--- config.mk ---
export PLATFORM = sky130hd
export DESIGN_NAME = pipeline_scoreboard
export DESIGN_NICKNAME = d
export VERILOG_FILES = /design/src/rtl/pipeline_scoreboard.sv
export SDC_FILE = /design/constraint.sdc
export NUM_CORES = 1
export LEC_CHECK = 0
export BUFFER_PORTS_ARGS = -buffer_cell sky130_fd_sc_hd__buf_2
export CAP_MARGIN = 20
export CELL_PAD_IN_SITES_DETAIL_PLACEMENT = 1
export CELL_PAD_IN_SITES_GLOBAL_PLACEMENT = 2
export CORE_UTILIZATION = 41
export DETAILED_ROUTE_END_ITERATION = 16
export PLACE_DENSITY_LB_ADDON = 0.1
export SLEW_MARGIN = 10
export SYNTH_ARGS = -nofsm -noshare
export SYNTH_HDL_FRONTEND = slang
export SYNTH_SLANG_ARGS = --single-unit
--- constraint.sdc ---
create_clock -name clk -period 7.2 [get_ports clk]
set_input_delay 0.36 -clock clk [delete_from_list [all_inputs] [get_ports clk]]
set_output_delay 0.36 -clock clk [all_outputs]
set_load 0.01 [all_outputs]
--- src/rtl/pipeline_scoreboard.sv ---
// rtl/pipeline_scoreboard.sv - decode-stage hazard scoreboard with per-register latency countdown
module pipeline_scoreboard #(
  parameter int NUM_REGS = 32,
  parameter int ADDR_W   = 5,
  parameter int LAT_W    = 3,
  parameter int CNT_W    = 32
) (
  input  logic                clk,
  input  logic                rst_n,
  input  logic                issue_valid,
  input  logic [ADDR_W-1:0]   rs_D,
  input  logic [ADDR_W-1:0]   rt_D,
  input  logic                re1_D,
  input  logic                re2_D,
  input  logic                we_D,
  input  logic [ADDR_W-1:0]   wd_D,
  input  logic [LAT_W-1:0]    lat_D,
  input  logic                freeze,
  input  logic                flush_D,
  output logic                stall,
  output logic [NUM_REGS-1:0] busy,
  output logic [CNT_W-1:0]    stall_cycles
);

  // Register 0 is never tracked, so the counter array starts at 1.
  logic [LAT_W-1:0] cnt [1:NUM_REGS-1];
  logic             rs_pending;
  logic             rt_pending;
  logic             hz_rs;
  logic             hz_rt;
  logic             accept;

  // Compare-based lookup keeps out-of-range specifiers from indexing the array.
  always_comb begin
    rs_pending = 1'b0;
    rt_pending = 1'b0;
    for (int i = 1; i < NUM_REGS; i++) begin
      if (rs_D == ADDR_W'(i) && cnt[i] != '0) rs_pending = 1'b1;
      if (rt_D == ADDR_W'(i) && cnt[i] != '0) rt_pending = 1'b1;
    end
  end

  assign hz_rs  = re1_D & rs_pending;
  assign hz_rt  = re2_D & rt_pending;
  assign stall  = issue_valid & ~flush_D & (hz_rs | hz_rt);
  assign accept = issue_valid & ~stall & ~flush_D & ~freeze;

  assign busy[0] = 1'b0;
  for (genvar g = 1; g < NUM_REGS; g++) begin : g_busy
    assign busy[g] = |cnt[g];
  end

  always_ff @(posedge clk) begin
    if (!rst_n) begin
      for (int i = 1; i < NUM_REGS; i++) cnt[i] <= '0;
      stall_cycles <= '0;
    end else if (!freeze) begin
      // A fresh producer overrides any older pending latency (youngest writer wins).
      for (int i = 1; i < NUM_REGS; i++) begin
        if (accept && we_D && wd_D == ADDR_W'(i)) begin
          cnt[i] <= lat_D;
        end else if (cnt[i] != '0) begin
          cnt[i] <= cnt[i] - 1'b1;
        end
      end
      if (stall && stall_cycles != '1) begin
        stall_cycles <= stall_cycles + 1'b1;
      end
    end
  end

endmodule

# Word level (Yosys, flattened, before mapping)
# Memory sizes are Yosys's and may differ from the RTL's.
# Cells that the tools add are included.
word_totals:
  input_bits: 26
  word_cells: 763
  reg_bits: 32
  ramBits: 93
  output_inout_bits: 65
  mem_count: 1
mem_list:
  columns: ["name", "depth", "width", "read_ports", "rd_clocked_by_memory_dff", "write_ports", "line", "source"]
  rows:
  - ["cnt", 31, 3, 31, 0, 31, "26", "logic [LAT_W-1:0] cnt [1:NUM_REGS-1];"]
op_classes:
  add_sub_neg: 32
  bitwise_logic: 73
  muxes: 404
  reduce_logical: 158
  eq_ne: 94
ops:
  columns: ["operator", "count"]
  rows:
  - ["$mux 1", 342]
  - ["$eq 5x5->1 const B", 48]
  - ["$mux 3", 62]
  - ["$eq 5x4->1 const B", 24]
  - ["$logic_and 1x1->1", 95]
  - ["$reduce_bool 3->1", 31]
  - ["$reduce_or 3->1", 31]
  - ["$sub 3x1->3 const B", 31]
  - ["$or 1x1->1", 63]
  - ["$eq 5x3->1 const B", 12]
  - ["$add 32x1->32 const B", 1]
  - ["$ne 32x32->1 const B", 1]
  - ["$eq 5x2->1 const B", 6]
  - ["$eq 5x1->1 const B", 3]
  - ["$and 1x1->1", 7]
  - ["$not 1->1", 3]
  - ["$reduce_and 2->1", 1]

# Logic depth before layout (Yosys ltp)
# An unclocked memory read counts as a cell.
depth:
  ltp_word: 49
  depth_mapped: 14
  depth_no_buf: 11

# Worst setup path before layout
# Ideal clock, no wire load.
synth_path:
  kind: "reg2reg"
  start: "register, netlist name cnt[0][48]"
  end: "register, netlist name cnt[0][49]"
  required_time_ns: 6.940
  setup_time_ns: 0.260
  synth_period_minus_slack_ns: 3.328
  path_stages_with_launch: 14
  t_arrival_ns: 3.068
  n_path_buf: 2
  setup_slack_ns: 3.872
  path_cell_list: "edfxtp_1 > inv_1 > ha_1 > nor2b_1 > inv_2 > o2111a_1 > or4_1 > a221o_1 > o211ai_2 > nand2_2 > buf_6 > or4_4 > buf_6 > mux2_4"

==> summary.md <==
| Metric | Value |
|---|---|
| Clock Skew | `0.0125 ns` |
| Setup WS post-layout | `3.18 ns` |
| Worst setup SP type | `flop` |
| Syn_area_per_cell | `9.67 um2` |
| DR iter-0 viols | `approximately 420` |
| Area of the mapped netlist | `0.00910 mm2` |
| Largest area contributor in the netlist | `edfxtp_1` |
| I/O pin count | `91` |
| PortBufs | `between 80 and 90` |
| Die ar. | `0.0228 mm2` |
| P per Cell Area | `218 mW/mm2` |
| FP Rows | `54` |
| Mapped Cells | `941` |
| Clk Latency, worst-skew pair | `approximately 0.44 ns` |
| Most frequent cells in the layout | `edfxtp_1, buf_2, inv_1, nand3_1, mux2i_1` |
| Hpwl dp | `19700 um` |
| First-pass GRT wire length | `43800 um` |
| Post_cts resized | `0` |
| Clock transition at path regs | `approximately 0.07 ns` |
| Share of cells above drive strength 1 | `0.187` |
| Top_reg_cell synth | `edfxtp_1` |
| Die height | `between 150 and 200 um` |
| Synth warnings | `0` |
| Final Core Density | `0.471` |
| Nets | `1078` |
| Slew Viols, Final | `0` |
| Clk buf depth | `2` |
| Via count | `7324` |
| Fillers | `2507` |
| VDD IR-drop max | `between 0.15 and 0.2 mV` |
| Root buf cell | `clkbuf_16` |
| Worst-Margin Slew | `0.994 ns` |
| Post-synthesis sequential area ratio | `0.377` |
| Final period util | `0.559` |
| Detail Route Antenna Nets | `0` |
| CTS tree | `done` |
| Global-route usage over all layers | `0.258` |
| Slew Limit Headroom | `0.337` |
| CP Capture Type | `flop` |
| CP Data Arrival Time | `4.20 ns` |
| Count of different cell masters after synthesis | `slightly below 70` |
| Number of flops mapped to enable cells by yosys | `93` |
| Setup TNS | `0 ns` |
| Final setup violating endpoints | `0` |
| Synthesized flop and latch total | `125` |
| H-tree Lvls | `4` |
| Post-place setup slack | `3.21 ns` |
| Die width | `151 um` |
| Max-cap violations | `0` |
| Tightest Hold Check Type | `reg2reg` |
| Top cell type's share of synthesized area | `0.307` |
| Max FO, Critical Path | `32` |
| Vias in the first global route | `7535` |
| Top cells by area, synth | `edfxtp_1, ha_1, mux2i_1` |
| Area delta synth->final | `12.8%` |
| Most common cell after layout, fill and taps aside | `edfxtp_1` |
| CP required | `approximately 7.4 ns` |
| Setup repair bufs after CTS | `0` |
| Pleak | `4.14 nW` |
| CTS Hold Bufs | `0` |
| Synth async-reset ratio | `0` |
| Min Tclk post-route | `approximately 4 ns` |
| Routed len/inst | `around 22 um` |
| Initial antenna violation count | `1` |
| Core Region | `0.0218 mm2` |
| Final Hold Violating Endpoints | `0` |
| # diodes | `0` |
| CTS sink cnt | `125` |
| Starting density of the core | `0.417` |
| Setup CP Type | `reg2reg` |
| DRC errors left | `0` |
| Drt pass-1 iters | `5` |
| GPL Wtd Cong | `0.807` |
| Status | `finished clean` |
| Largest net degree at the start of global routing | `64` |
| Fmax achieved | `249 MHz` |
| Syn nets | `slightly above 1000` |
| RSZ-0062 raised after global routing | `false` |
| CTS Buf Count | `17` |
| Vias/cell | `5.71` |
| Post-Route WL | `27700 um` |
| Remaining global-route overflow | `0` |
## synthesized netlist by cell type, drive strengths merged, types with 6 or more instances
cell type  instances
or3                6
nand4              9
buf               14
o21ai              6
nand2b            32
nor3              44
nand3b            23
nand2             52
o31ai             10
a21oi             17
ha                63
mux2              26
and3               7
inv               85
a211o             20
nor2b             19
dfxtp             32
nand3             84
o211ai             8
clkbuf            52
nor2              25
mux2i             78
or4               17
nor3b              7
xor2              32
nor4              11
edfxtp            93
## worst paths after layout
path	start	cells after the start	end	slack (ns)
hold / removal	stall_cycles[27]$_SDFFE_PN0P_	2	stall_cycles[27]$_SDFFE_PN0P_	0.49
setup / recovery	cnt[0][48]$_DFFE_PP_	11	cnt[0][55]$_DFFE_PP_	3.18
hold reg to reg	stall_cycles[27]$_SDFFE_PN0P_	2	stall_cycles[27]$_SDFFE_PN0P_	0.49
setup reg to reg	cnt[0][48]$_DFFE_PP_	11	cnt[0][55]$_DFFE_PP_	3.18
## final cells by class
cell class	count	area, um2	area share
clock inverter	10	72.6	0.00707
inverter	85	319	0.0311
clock buffer	22	518	0.0504
sequential	125	3430	0.334
multi-input combinational	665	5080	0.495
timing repair buffer	95	490	0.0478
tap	280	350	0.0341
## metal layers
| metal | global-route usage | vias up | share of wire |
|---|---|---|---|
| met1 | 0.345 | 3626 | 0.46 |
| met3 | 0.0395 | 35 | 0.041 |
| met5 | 0 | - | 0.00047 |
| li1 | - | 3513 | - |
| met2 | 0.428 | 148 | 0.48 |
| met4 | 0.0805 | 2 | 0.019 |
## where the power goes
group / internal [mW] / switching (mW) / total (mW)
Combinational: 0.173 / 0.322 / 0.495
Clock: 0.514 / 0.349 / 0.863
Sequential: 0.854 / 0.0288 / 0.883
## worst max-delay path, cell delays in order, from the launching register on
cell      delay [ns]
edfxtp_1        0.35
inv_1           0.11
ha_1            0.17
nor2b_1         0.25
inv_2           0.08
o2111a_1        0.24
or4_1           0.51
a221o_1         0.31
o211ai_2        0.09
nand2_2         0.51
or4_1           0.81
mux2_2          0.32
## cells by family after synthesis
kind of cell	share of synthesized area
fa+ha+maj	0.0866
other cells	0.000412
xor+xnor	0.0327
buf+inv	0.0653
compound gates	0.0928
simple gates	0.227
mux	0.118
flops	0.377
## stage by stage
step	std cells	cell area (um2)	power, mW	hold WS (ns)
6_report	1282	10300	2.24	0.485
5_1_grt	1282	10300	2.35	0.515
4_1_cts	1282	10300	2.26	0.493
3_5_place_dp	1250	9680	1.39	0.483
3_3_place_gp	1250	9680	1.38	0.473
2_1_floorplan	941	9100	1.23	0.499
## sequential cells by signal, summed over array words and instances, names as in the netlist
signal and count:
stall_cycles 32, cnt 93
Power figures use the tool's default switching activity.
